### src/rtl/ifu_pkg.sv
// Shared types and sizing helpers for the per-way instruction fetch unit.
// Optional same-cycle response bypass is enabled by defining IFU_BYPASS_EN.
package ifu_pkg;

  localparam int IFU_ADDR_W = 32;
  localparam int IFU_DATA_W = 32;

  // Output queue entry at the default 32/32 widths; the fetch unit declares the same layout at its own widths.
  typedef struct packed {
    logic [IFU_ADDR_W-1:0] addr;
    logic [IFU_DATA_W-1:0] inst;
  } ifu_entry_t;

  // Counter width able to hold every value from 0 to depth inclusive.
  function automatic int ifu_cnt_w(input int depth);
    return $clog2(depth + 1);
  endfunction

endpackage

### src/rtl/ifu_sync_fifo.sv
// Small synchronous FIFO with combinational head read, used as the fetch address queue and output queue.
// Clear has priority over push and pop. A push and a pop in the same cycle on a full FIFO is legal.
module ifu_sync_fifo
  import ifu_pkg::*;
#(
  parameter int WIDTH = 32,
  parameter int DEPTH = 4
) (
  input  logic                        clk,
  input  logic                        reset_n,
  input  logic                        clear,
  input  logic                        push,
  input  logic [WIDTH-1:0]            push_data,
  input  logic                        pop,
  output logic [WIDTH-1:0]            pop_data,
  output logic                        full,
  output logic                        empty,
  output logic [ifu_cnt_w(DEPTH)-1:0] count
);

  localparam int PTR_W = $clog2(DEPTH);
  localparam int CNT_W = ifu_cnt_w(DEPTH);

  logic [WIDTH-1:0] mem_q [DEPTH];
  logic [PTR_W-1:0] wr_ptr_q, wr_ptr_d;
  logic [PTR_W-1:0] rd_ptr_q, rd_ptr_d;
  logic [CNT_W-1:0] count_q, count_d;
  logic             do_push, do_pop;

  always_comb begin
    do_pop   = pop & ~empty & ~clear;
    // A full FIFO still accepts a push when the head leaves in the same cycle.
    do_push  = push & (~full | do_pop) & ~clear;
    wr_ptr_d = wr_ptr_q;
    rd_ptr_d = rd_ptr_q;
    count_d  = count_q;
    if (clear) begin
      wr_ptr_d = '0;
      rd_ptr_d = '0;
      count_d  = '0;
    end else begin
      if (do_push) wr_ptr_d = wr_ptr_q + 1'b1;
      if (do_pop)  rd_ptr_d = rd_ptr_q + 1'b1;
      case ({do_push, do_pop})
        2'b10:   count_d = count_q + 1'b1;
        2'b01:   count_d = count_q - 1'b1;
        default: count_d = count_q;
      endcase
    end
  end

  always_ff @(posedge clk or negedge reset_n) begin
    if (!reset_n) begin
      wr_ptr_q <= '0;
      rd_ptr_q <= '0;
      count_q  <= '0;
    end else begin
      wr_ptr_q <= wr_ptr_d;
      rd_ptr_q <= rd_ptr_d;
      count_q  <= count_d;
    end
  end

  always_ff @(posedge clk) begin
    if (do_push) mem_q[wr_ptr_q] <= push_data;
  end

  assign pop_data = mem_q[rd_ptr_q];
  assign empty    = (count_q == '0);
  assign full     = (count_q == CNT_W'(DEPTH));
  assign count    = count_q;

endmodule

### src/rtl/inst_fetch_unit_nway.sv
// Per-way instruction fetch unit: issues fetches on credit, pairs responses with their addresses,
// buffers them for the decoder with way-interleaved packet IDs, and drops responses orphaned by a flush.
// Define IFU_BYPASS_EN to present a response on an empty output queue in the same cycle it arrives.
module inst_fetch_unit_nway
  import ifu_pkg::*;
#(
  parameter int ADDR_W    = 32,
  parameter int DATA_W    = 32,
  parameter int DEPTH     = 4,
  parameter int NUM_WAYS  = 2,
  parameter int PID_W     = 2,
  parameter int PID_RESET = 0
) (
  input  logic              clk,
  input  logic              reset_n,
  input  logic              flush_i,
  input  logic              valid_i,
  input  logic [ADDR_W-1:0] instAddr_i,
  output logic              ready_o,
  output logic              request_o,
  output logic [ADDR_W-1:0] instAddr_fetch_o,
  input  logic              dataOk_i,
  input  logic [DATA_W-1:0] inst_fetch_i,
  output logic              valid_o,
  input  logic              ready_i,
  output logic [DATA_W-1:0] inst_o,
  output logic [ADDR_W-1:0] instAddr_o,
  output logic [PID_W-1:0]  pID_o
);

  localparam int CNT_W = ifu_cnt_w(DEPTH);
  localparam int SUM_W = CNT_W + 2;

  typedef struct packed {
    logic [ADDR_W-1:0] addr;
    logic [DATA_W-1:0] inst;
  } entry_t;

  logic [CNT_W-1:0] inflight_q, inflight_d;
  logic [CNT_W-1:0] drop_cnt_q, drop_cnt_d;
  logic [PID_W-1:0] pid_q, pid_d;
  logic [SUM_W-1:0] credit_sum, flush_sum;

  logic              issue, resp_take, out_push, out_pop, handshake;
  logic [ADDR_W-1:0] addr_head;
  logic              addr_full, addr_empty;
  logic [CNT_W-1:0]  addr_count;
  entry_t            out_entry, out_head;
  logic              out_full, out_empty;
  logic [CNT_W-1:0]  out_count;

  ifu_sync_fifo #(.WIDTH(ADDR_W), .DEPTH(DEPTH)) u_addr_q (
    .clk       (clk),
    .reset_n   (reset_n),
    .clear     (flush_i),
    .push      (issue),
    .push_data (instAddr_i),
    .pop       (resp_take),
    .pop_data  (addr_head),
    .full      (addr_full),
    .empty     (addr_empty),
    .count     (addr_count)
  );

  ifu_sync_fifo #(.WIDTH($bits(entry_t)), .DEPTH(DEPTH)) u_out_q (
    .clk       (clk),
    .reset_n   (reset_n),
    .clear     (flush_i),
    .push      (out_push),
    .push_data (out_entry),
    .pop       (out_pop),
    .pop_data  (out_head),
    .full      (out_full),
    .empty     (out_empty),
    .count     (out_count)
  );

  always_comb begin
    // Every issued fetch reserves an output slot, so the out queue cannot overflow.
    credit_sum       = SUM_W'(inflight_q) + SUM_W'(drop_cnt_q) + SUM_W'(out_count);
    ready_o          = ~flush_i & (credit_sum < SUM_W'(DEPTH));
    issue            = valid_i & ready_o;
    request_o        = issue;
    instAddr_fetch_o = instAddr_i;

    resp_take        = dataOk_i & ~flush_i & (drop_cnt_q == '0) & (inflight_q != '0);
    out_entry.addr   = addr_head;
    out_entry.inst   = inst_fetch_i;

    valid_o    = ~out_empty;
    inst_o     = '0;
    instAddr_o = '0;
    if (!out_empty) begin
      inst_o     = out_head.inst;
      instAddr_o = out_head.addr;
    end
`ifdef IFU_BYPASS_EN
    else if (resp_take) begin
      valid_o    = 1'b1;
      inst_o     = inst_fetch_i;
      instAddr_o = addr_head;
    end
`endif
    pID_o     = pid_q;
    handshake = valid_o & ready_i & ~flush_i;
    out_pop   = handshake & ~out_empty;
    // A bypassed response consumed straight away never enters the queue.
    out_push  = resp_take & ~(handshake & out_empty);
  end

  always_comb begin
    inflight_d = inflight_q;
    drop_cnt_d = drop_cnt_q;
    pid_d      = pid_q;
    flush_sum  = SUM_W'(drop_cnt_q) + SUM_W'(inflight_q);
    if (flush_i) begin
      if (dataOk_i && flush_sum != '0) flush_sum = flush_sum - 1'b1;
      drop_cnt_d = CNT_W'(flush_sum);
      inflight_d = '0;
    end else begin
      if (issue && !resp_take)      inflight_d = inflight_q + 1'b1;
      else if (!issue && resp_take) inflight_d = inflight_q - 1'b1;
      if (dataOk_i && drop_cnt_q != '0) drop_cnt_d = drop_cnt_q - 1'b1;
      if (handshake) pid_d = pid_q + PID_W'(NUM_WAYS);
    end
  end

  always_ff @(posedge clk or negedge reset_n) begin
    if (!reset_n) begin
      inflight_q <= '0;
      drop_cnt_q <= '0;
      pid_q      <= PID_W'(PID_RESET);
    end else begin
      inflight_q <= inflight_d;
      drop_cnt_q <= drop_cnt_d;
      pid_q      <= pid_d;
    end
  end

`ifndef SYNTHESIS
  a_credit_bound: assert property (@(posedge clk) disable iff (!reset_n)
    credit_sum <= SUM_W'(DEPTH));
  a_addr_tracks_inflight: assert property (@(posedge clk) disable iff (!reset_n)
    addr_count == inflight_q);
  a_no_addr_overflow: assert property (@(posedge clk) disable iff (!reset_n)
    !(issue && addr_full));
  a_no_addr_underflow: assert property (@(posedge clk) disable iff (!reset_n)
    !(resp_take && addr_empty));
  a_no_out_overflow: assert property (@(posedge clk) disable iff (!reset_n)
    !(out_push && out_full && !out_pop));
`endif

endmodule

### config.mk
export PLATFORM = sky130hd
export DESIGN_NAME = inst_fetch_unit_nway
export DESIGN_NICKNAME = d
export VERILOG_FILES = /design/src/rtl/ifu_pkg.sv /design/src/rtl/ifu_sync_fifo.sv /design/src/rtl/inst_fetch_unit_nway.sv
export SDC_FILE = /design/constraint.sdc
export NUM_CORES = 1
export LEC_CHECK = 0
export ABC_CLOCK_PERIOD_IN_PS = 4300
export CELL_PAD_IN_SITES_DETAIL_PLACEMENT = 0
export CELL_PAD_IN_SITES_GLOBAL_PLACEMENT = 1
export CORE_ASPECT_RATIO = 1.4
export CORE_MARGIN = 10
export CORE_UTILIZATION = 30
export CTS_CLUSTER_DIAMETER = 50
export CTS_CLUSTER_SIZE = 25
export DETAILED_ROUTE_END_ITERATION = 10
export PLACE_DENSITY_LB_ADDON = 0.1
export REMOVE_ABC_BUFFERS = 1
export SLEW_MARGIN = 20
export SYNTH_ARGS = -nofsm -noshare
export SYNTH_HDL_FRONTEND = slang
export SYNTH_SLANG_ARGS = --single-unit
### constraint.sdc
create_clock -name clk -period 4.3 [get_ports clk]
set_input_delay 0.645 -clock clk [delete_from_list [all_inputs] [get_ports clk]]
set_output_delay 0.645 -clock clk [all_outputs]
set_load 0.01 [all_outputs]
### After elaboration in Yosys (flattened, before gate mapping)

Memories as Yosys holds them, arrays and structs flattened.
Index checks and enable logic that the tools add are counted.

| word-level totals | value |
|---|---|
| flip-flop bits (word level) | 22 |
| RAM bits | 384 |
| input port bits | 70 |
| output and inout bits | 101 |
| logic and storage cells | 104 |
| memories kept | 2 |

| operators by class | value |
|---|---|
| add/sub/neg operators | 15 |
| order comparisons | 1 |
| equality and inequality tests | 6 |
| multiplexer cells | 24 |
| bitwise operators | 26 |
| reductions and logical operators | 21 |

Memories:

| name | words | width | rd ports | clocked after memory_dff | write ports | RTL line | text |
|---|---|---|---|---|---|---|---|
| u_out_q.mem_q | 4 | 64 | 1 | 0 | 1 | ifu_sync_fifo.sv:24 | `logic [WIDTH-1:0] mem_q [DEPTH];` |
| u_addr_q.mem_q | 4 | 32 | 1 | 0 | 1 | ifu_sync_fifo.sv:24 |  |

Operator list:

| cell | number |
|---|---|
| $mux 32 | 2 |
| $mux 3 | 8 |
| $and 1x1->1 | 18 |
| $mux 2 | 8 |
| $reduce_bool 3->1 | 5 |
| $sub 3x1->3 const B | 5 |
| $pmux 3 s2 | 2 |
| $reduce_bool 2->1 | 5 |
| $add 3x1->3 const B | 3 |
| $logic_not 3->1 | 3 |
| $add 2x1->2 const B | 4 |
| $eq 3x3->1 const B | 2 |
| $not 1->1 | 6 |
| $add 4x3->5 | 1 |
| $lt 5x3->1 const B | 1 |
| $reduce_bool 5->1 | 1 |
| $add 3x3->4 | 1 |
| $eq 2x1->1 const B | 2 |
| $eq 2x2->1 const B | 2 |
| $logic_and 1x1->1 | 4 |
| $mux 1 | 4 |
| $add 2x2->2 const B | 1 |
| $logic_not 1->1 | 2 |
| $or 1x1->1 | 2 |
| $reduce_and 2->1 | 1 |

### Depth between registers and ports, before layout

Gate-level depths: netlist of run 1.

| logic depth | value |
|---|---|
| depth in word-level cells | 13 |
| depth in mapped cells | 16 |
| mapped depth without buffers | 16 |

### Hierarchy

A second synthesis of run 1 with hierarchy kept.

| second synthesis, totals | value |
|---|---|
| cells, all modules | 812 |
| area total of the unflattened synthesis | 16315.6 µm² |

By module, submodules not included:

| module | times used | cells each | area an instance (µm²) | sequential area each (µm²) |
|---|---|---|---|---|
| ifu_sync_fifo at u_out_q | 1 | 398 | 9769.4 | 7862.5 |
| ifu_sync_fifo at u_addr_q | 1 | 232 | 5170.0 | 4018.9 |
| inst_fetch_unit_nway | 1 | 182 | 1376.3 | 175.2 |

### Worst setup path after synthesis of run 1

No wires, ideal clock.

| path | value |
|---|---|
| path type | register to register |
| start | register inflight_q[0] |
| end | memory u_addr_q.mem_q[0][0], enable pin |
| library setup time | 0.392 ns |
| arrival | 3.639 ns |
| required time | 3.908 ns |
| slack | 0.269 ns |
| stages on the path, launching flop included | 13 |
| path buffers | 1 |
| clock period less this slack | 4.031 ns |
| path through | dfrtp_1 -> ha_1 -> inv_1 -> fa_1 -> xor2_1 -> inv_1 -> ha_1 -> or4_1 -> a211oi_2 -> nand3_2 -> buf_6 -> a31oi_4 -> and2_1 |

| between the ends | value |
|---|---|
| word-level cells in the longest chain between the ends | 9 |
| elaborated cells on any way between the ends | 14 |
| those cells by class | add/sub: 2; order compare: 1; mux: 2; bitwise: 8; reduce/logical: 1 |

RTL lines:

| item | RTL line | text |
|---|---|---|
| start, declared | inst_fetch_unit_nway.sv:39 | `logic [CNT_W-1:0] inflight_q, inflight_d;` |
| start signal, assigned | inst_fetch_unit_nway.sv:134 | `inflight_q <= inflight_d;` |
| $add 3x3->4 or $reduce_bool 3->1 (tied branches) | inst_fetch_unit_nway.sv:80, inst_fetch_unit_nway.sv:86 |  |
| $add 4x3->5 or $and 1x1->1 (tied branches) | inst_fetch_unit_nway.sv:80, inst_fetch_unit_nway.sv:86 |  |
| $lt 5x3->1 or $and 1x1->1 (tied branches) | inst_fetch_unit_nway.sv:81, ifu_sync_fifo.sv:31 |  |
| $and 1x1->1 (on tied branches) | inst_fetch_unit_nway.sv:81, ifu_sync_fifo.sv:31 |  |
| $and 1x1->1 or $or 1x1->1 (tied branches) | inst_fetch_unit_nway.sv:82, ifu_sync_fifo.sv:33 |  |
| $and 1x1->1 * (2 in a row) | ifu_sync_fifo.sv:33 | `do_push = push & (~full \| do_pop) & ~clear;` |
| $mux 1 * | ifu_sync_fifo.sv:65 | `if (do_push) mem_q[wr_ptr_q] <= push_data;` |
| $mux 1 (not written as such) * | ifu_sync_fifo.sv:65 |  |
| end, declared | ifu_sync_fifo.sv:24 |  |

Mark *: on every way between the ends. The rest lies on a longest branch, timed or not.

### Final worst setup path of run 1

| path | value |
|---|---|
| start | register inflight_q[1] |
| end | output request_o |

| between the ends | value |
|---|---|
| word-level cells in the longest chain between the ends | 5 |

RTL lines:

| item | RTL line | text |
|---|---|---|
| $add 3x3->4 | inst_fetch_unit_nway.sv:80 | `credit_sum = SUM_W'(inflight_q) + SUM_W'(drop_cnt_q) + SUM_W'(out_count);` |
| $add 4x3->5 | inst_fetch_unit_nway.sv:80 |  |
| $lt 5x3->1 | inst_fetch_unit_nway.sv:81 | `ready_o = ~flush_i & (credit_sum < SUM_W'(DEPTH));` |
| $and 1x1->1 | inst_fetch_unit_nway.sv:81 |  |
| $and 1x1->1 | inst_fetch_unit_nway.sv:82 | `issue = valid_i & ready_o;` |
| end, declared | inst_fetch_unit_nway.sv:20 | `output logic request_o,` |

Every way passes these cells.

==> flow_summary_export.csv, run 1 <==
group,metric,value,unit
detailed_routing,first_pass_iters,6,
detailed_routing,via_count,7737,
worst_setup_path,path_class,"register to output pin",
timing,fin_crit_sh,91.6,%
yosys,postSynthCellCount,798,
global_route,grt_pass1_wl,56000,um
cells_and_area,final_cell_mix,"384 x edfxtp_1, 167 x clkdlybuf4s50_1, 96 x mux4_2",
global_route,grt_use_total,11.7,%
yosys,ys.flop_type,"edfxtp_1",
power,p_leak,0.00643,uW
cells_and_area,regArea,12100,um2
cells_and_area,final_nets,1060,
cells_and_area,nFillCells,4931,
worst_setup_path,critPathMaxStageDelay,0.52,ns
detailed_routing,dr_wl_met3,1470,um
cts,clockBufferDepth,3,
worst_setup_path,cp_max_fo,6,
yosys,synth-edff-count,384,
cts,cts_tree,"done",
die,chipWidth,216,um
placement,io_buffers,169,
timing,hold_ws,0.420,ns
yosys,yosysWarningCount,0,
power,power_density,489,nW/um2
global_route,antenna_found_initial,1,
timing,slew_viol_final,0,
cells_and_area,drive_gt1_share,22.1,%
timing,fin_skew,0.0159,ns
worst_setup_path,crit_slowest_cell,"or4_1",
cts,path_clk_slew,0.07,ns
cells_and_area,antenna_cells,0,
placement,hpwl,24200,um
worst_setup_path,critPathRequiredTime,3.65,ns
yosys,syn_area_per_cell,20.3,um2
detailed_routing,ant_nets,0,
die,die_area,63800,um2
cts,clk_latency,0.55,ns
timing,clock.fmax,254,MHz
global_route,grt_max_degree,65,
die,die_h,295,um
power,power,9870,uW
global_route,grt_overflow,0,
cells_and_area,multi_input_area,3690,um2
detailed_routing,wl_met1,16200,um
yosys,yosysSeqAreaShare,74.5,%
power,peakVddDrop,0.274,mV
worst_setup_path,crit_arrival,3.29,ns
die,row_count,100,
die,ios,171,
cells_and_area,final_common_cell,"edfxtp_1",
flow_run,drv_cap,0,
detailed_routing,top_layer,"met4",
die,start_util,30.4,%
timing,fin_crit,3.94,ns
timing,worst_pin_slew,0.987,ns
yosys,synthArstFlopShare,5.19,%
detailed_routing,via_per_inst,4.52,
detailed_routing,route.detailed.drc,0,
timing,fin_setup_tns,0,ns
min_path,worstHoldPathType,"input port to asynchronous set/reset pin",
detailed_routing,routedWlPerCell,21.8,um
detailed_routing,wl,37300,um
cts,clock_sinks,405,
detailed_routing,dr_wl_met2,19000,um
yosys,synth.distinct_cells,51,
worst_setup_path,startpoint_type,"register",
timing,max-slew-margin-rel,34.2,%
detailed_routing,drtIter0Drc,333,
worst_setup_path,worstSetupEndpointType,"output pin",
yosys,synth_seq_cells,405,
worst_setup_path,worstPathCellList,"inv_1, fa_1, xor2_2, inv_1, ha_1, or4_1, a211oi_2, buf_4, nand3_2, clkinv_2, clkbuf_2",
die,coreArea,53300,um2
cells_and_area,area_growth,24.8,%
global_route,grt_pass1_vias,8560,
cts,clockRootBuffer,"clkbuf_16",
status,status,"completed",
cts,cts-htree-levels,2,
timing,grt_setup_unrepaired,"no",
placement,place_congestion,0.711,
yosys,syn-cell-area,16200,um2
cts,cts_made_buffers,38,
timing,finalSetupViolations,0,
timing,hold_viol,0,
worst_setup_path,path_common_cell,"inv_1",
==> flip-flops by register name, summed over array words and instances (netlist names) <==
signal / flops
u_out_q.wr_ptr_q: 2
pID_o: 1
u_addr_q.wr_ptr_q: 2
inflight_q: 3
u_addr_q.mem_q: 128
u_out_q.mem_q: 256
u_addr_q.rd_ptr_q: 2
u_addr_q.count: 3
u_out_q.count: 3
u_out_q.rd_ptr_q: 2
drop_cnt_q: 3
==> cells by family (layout without fill, tap and decap cells) <==
family	count (synthesis)	after routing	synth area share, %
flip-flops	405	405	74.5
buffers and inverters	86	286	2.85
multiplexers	97	97	13.4
AO/OA/AOI/OAI	47	47	2.13
AND/OR/NAND/NOR	128	128	4.50
XOR/XNOR	13	13	0.750
adder cells (fa/ha/maj)	21	21	1.81
other	1	1	0.0232
==> cells in the mapped netlist (all sizes together) (2+ instances only) <==
library cell / count / area share, %
nand2: 8 / 0.19
dfrtp: 21 / 3.2
and3: 2 / 0.077
xor2: 6 / 0.32
inv: 13 / 0.30
a211oi: 2 / 0.12
ha: 17 / 1.3
mux4: 96 / 13
xnor2: 7 / 0.43
edfxtp: 384 / 71
o31ai: 5 / 0.32
nand2b: 3 / 0.12
a21o: 4 / 0.19
fa: 4 / 0.49
o211ai: 3 / 0.14
a2111oi: 3 / 0.20
a31oi: 4 / 0.25
nor2: 21 / 0.49
buf: 46 / 1.9
nor3: 8 / 0.25
nand3: 6 / 0.22
and2: 73 / 2.8
clkbuf: 26 / 0.60
a21oi: 13 / 0.40
o21ai: 7 / 0.22
==> where the power goes <==
part           leakage (uW)  internal (uW)  switching (uW)
clock              0.000675           2120            1610
sequential          0.00373           4570             105
combinational       0.00202            717             758
==> per-stage QoR <==
| step | instance area [um2] | setup slack (ns) | std cells | util, % |
|---|---|---|---|---|
| after CTS | 20200 | 0.0565 | 1709 | 37.9 |
| after global routing | 20200 | 0.0997 | 1712 | 37.9 |
| after floorplan | 15800 | 0.216 | 726 | - |
| after global placement | 18800 | 0.303 | 1639 | 35.2 |
| final | 20200 | 0.361 | 1712 | 37.9 |
| after detailed placement | 18800 | 0.312 | 1639 | 35.2 |
==> final timing paths <==
check,from,to,slack [ns],cells past startpoint
max reg2reg,inflight_q[1],u_addr_q.mem_q[2][28],0.52,13
min in group clk,pID_o[1],pID_o[1],0.48,1
max in group asynchronous,reset_n,u_addr_q.rd_ptr_q[0],3.27,2
min reg2reg,pID_o[1],pID_o[1],0.48,1
min,reset_n,u_out_q.count[2],0.42,1
max,inflight_q[1],request_o,0.36,11
==> critical path: cells and delay by family, from the launching register on <==
kind                     cells  cell delay [ns]
XOR/XNOR                     1             0.16
adder cells (fa/ha/maj)      2             0.73
AO/OA/AOI/OAI                1             0.25
AND/OR/NAND/NOR              2             0.60
flip-flops                   1             0.44
buffers and inverters        5             0.59
==> layout make-up <==
| cell class | count | area share, % |
|---|---|---|
| Multi-Input combinational cell | 307 | 18.3 |
| Timing Repair Buffer | 203 | 10.4 |
| Clock inverter | 25 | 1.80 |
| Sequential cell | 405 | 59.8 |
| Clock buffer | 44 | 5.14 |
| Inverter | 14 | 0.266 |
| Tap cell | 714 | 4.42 |
==> per-layer routing <==
layer	global-route usage [%]	vias to the layer above
met5	0	-
met4	3.28	0
li1	-	3497
met1	14.7	4038
met2	20.0	159
met3	2.47	43
==> timing repair <==
action	CTS	global route
pin swaps	1	1
gates resized for setup	4	3
hold buffers	0	0
buffers inserted	1	3
endpoints found under the setup margin	2	1
Power figures use the tool's default switching activity.
==> run 2, diff against run 1 <==
- HOLD_SLACK_MARGIN: unset -> 0.05
- SYNTH_HIERARCHICAL: unset -> 1
==> run 2 against run 1 <==
  * Die area rose by 0.66%
  * Sequential power fell by 4%
  * Hold slack improved by 0.048 ns
  * Clock-buffer cell count fell by 6
  * Synthesized cell count rose by 1.4%
  * Setup slack got worse by 0.18 ns
  * Utilization fell by 0.63 points
  * Critical endpoint unchanged
==> flow_summary_export.csv, run 2 <==
group,metric,value,unit
worst_setup_path,crit_slowest_cell,"clkdlybuf4s50_1",
detailed_routing,route.detailed.drc,0,
timing,fin_setup_tns,0,ns
cts,clk_latency,0.54,ns
die,start_util,30.2,%
timing,hold_viol,0,
timing,worst_pin_slew,0.908,ns
timing,fin_skew,0.0198,ns
cells_and_area,reg.largest.list,"u_out_q/mem_q: 256 flops, u_addr_q/mem_q: 128 flops",
cts,cts_setup_buffers,0,
timing,slew_viol_final,0,
cells_and_area,largest_register,"u_out_q/mem_q",
yosys,yosysWarningCount,6,
cells_and_area,final_core_util,37.3,%
die,die_h,296,um
cells_and_area,final_cell_mix,"384 x edfxtp_1, 169 x clkdlybuf4s50_1, 96 x mux4_2",
worst_setup_path,cpLargestDelayFamily,"adder cells",
detailed_routing,wl,37100,um
placement,hpwl,24000,um
detailed_routing,first_pass_iters,4,
detailed_routing,dr_wl_met2,19000,um
global_route,grt_pass1_wl,56300,um
global_route,grt_pass1_vias,8553,
detailed_routing,via_count,7743,
cells_and_area,final_nets,1062,
worst_setup_path,crit_arrival,3.47,ns
worst_setup_path,path_common_cell,"ha_1",
power,power_density,429,nW/um2
cts,clockBufferDepth,3,
worst_setup_path,critPathMaxStageDelay,0.55,ns
detailed_routing,via_per_inst,4.50,
timing,clock.fmax,243,MHz
cts,path_clk_slew,0.08,ns
timing,fin_crit_sh,95.8,%
cells_and_area,antenna_cells,0,
cells_and_area,drive_gt1_share,20.7,%
detailed_routing,routedWlPerCell,21.6,um
cts,cts_tree,"done",
timing,grt_setup_unrepaired,"no",
timing,fin_crit,4.12,ns
yosys,syn-cell-area,16300,um2
cts,clock_sinks,405,
timing,max-slew-margin-rel,37.9,%
global_route,grt_use_total,11.6,%
detailed_routing,drtIter0Drc,345,
detailed_routing,wl_met1,16000,um
cells_and_area,area_growth,23.4,%
flow_run,drv_cap,0,
power,p_leak,0.00629,uW
die,ios,171,
placement,dpl.cell_count,1654,
detailed_routing,dr_wl_met3,1600,um
cells_and_area,largest_reg_flops,256,
cts,cts-htree-levels,2,
worst_setup_path,startpoint_type,"register",
status,status,"completed",
cts,ctsHoldBuffers,0,
global_route,antenna_found_initial,1,
global_route,grt_overflow,0,
worst_setup_path,path_class,"register to output pin",
die,die_area,64200,um2
worst_setup_path,critPathRequiredTime,3.65,ns
min_path,worstHoldPathType,"input port to asynchronous set/reset pin",
global_route,grt_max_degree,67,
cells_and_area,final_common_cell,"edfxtp_1",
cells_and_area,final_cells,1720,
power,peakVddDrop,0.250,mV
timing,finalSetupViolations,0,
yosys,syn_area_per_cell,20.1,um2
placement,place_congestion,0.710,
detailed_routing,ant_nets,0,
yosys,postSynthCellCount,809,
cts,cts_made_buffers,36,
worst_setup_path,path_buf_inv,3,
die,coreArea,54000,um2
cts,clockRootBuffer,"clkbuf_16",
die,row_count,101,
die,chipWidth,217,um
worst_setup_path,cp_max_fo,6,
detailed_routing,top_layer,"met4",
worst_setup_path,worstSetupEndpointType,"output pin",
worst_setup_path,worstPathCellList,"ha_1, inv_1, fa_1, xnor2_2, ha_1, nor4_4, nand3_2, nor2_4, buf_4, clkdlybuf4s50_1",
placement,io_buffers,169,
## run 2: what timing repair did
item | CTS | global route
pin swaps | 0 | 1
resized for setup | 2 | 1
endpoints found under the setup margin | 1 | 1
hold endpoints to repair | 0 | 0
## run 2: cell type report
type                    instances  area [um2]
clock inverters                28         312
multi-input cells             309        3740
fillers                      5040       33900
repair buffers                197        2080
well taps                     721         902
inverters                      22        82.6
clock buffers                  38         930
flip-flops and latches        405       12100
## run 2: power breakdown
part           internal [uW]  leakage, uW  switching (uW)  total (uW)
combinational            368      0.00195             432         800
sequential              4420      0.00373            54.8        4470
clock                   1830     0.000604            1530        3360
## run 2: path summary, 6_finish.rpt
kind / from / to / slack, ns / cells after the start
setup / recovery: inflight_q[0] / request_o / 0.18 / 10
hold / removal: reset_n / u_out_q/wr_ptr_q[1] / 0.47 / 2
setup reg to reg: inflight_q[0] / u_addr_q/count[2] / 0.79 / 12
hold reg to reg: pID_o[1] / pID_o[1] / 0.51 / 1
max in group asynchronous: reset_n / u_addr_q/rd_ptr_q[0] / 3.56 / 2
min in group clk: pID_o[1] / pID_o[1] / 0.51 / 1
## run 2: through the flow
stage	hold slack, ns	total power, uW	area (um2)	setup WS, ns
floorplan	0.349	4960	15800	-2.37
global placement	0.518	5370	18900	0.497
detailed placement	0.504	5360	18900	0.473
CTS	0.452	8790	20100	0.0600
global route	0.472	9030	20100	0.00455
finish	0.468	8630	20100	0.182
## run 2: per-layer routing
layer | vias up | GRT usage (%)
li1 | 3505 | -
met1 | 4050 | 14.4
met2 | 153 | 20.2
met3 | 35 | 2.35
met4 | 0 | 2.90
met5 | - | 0
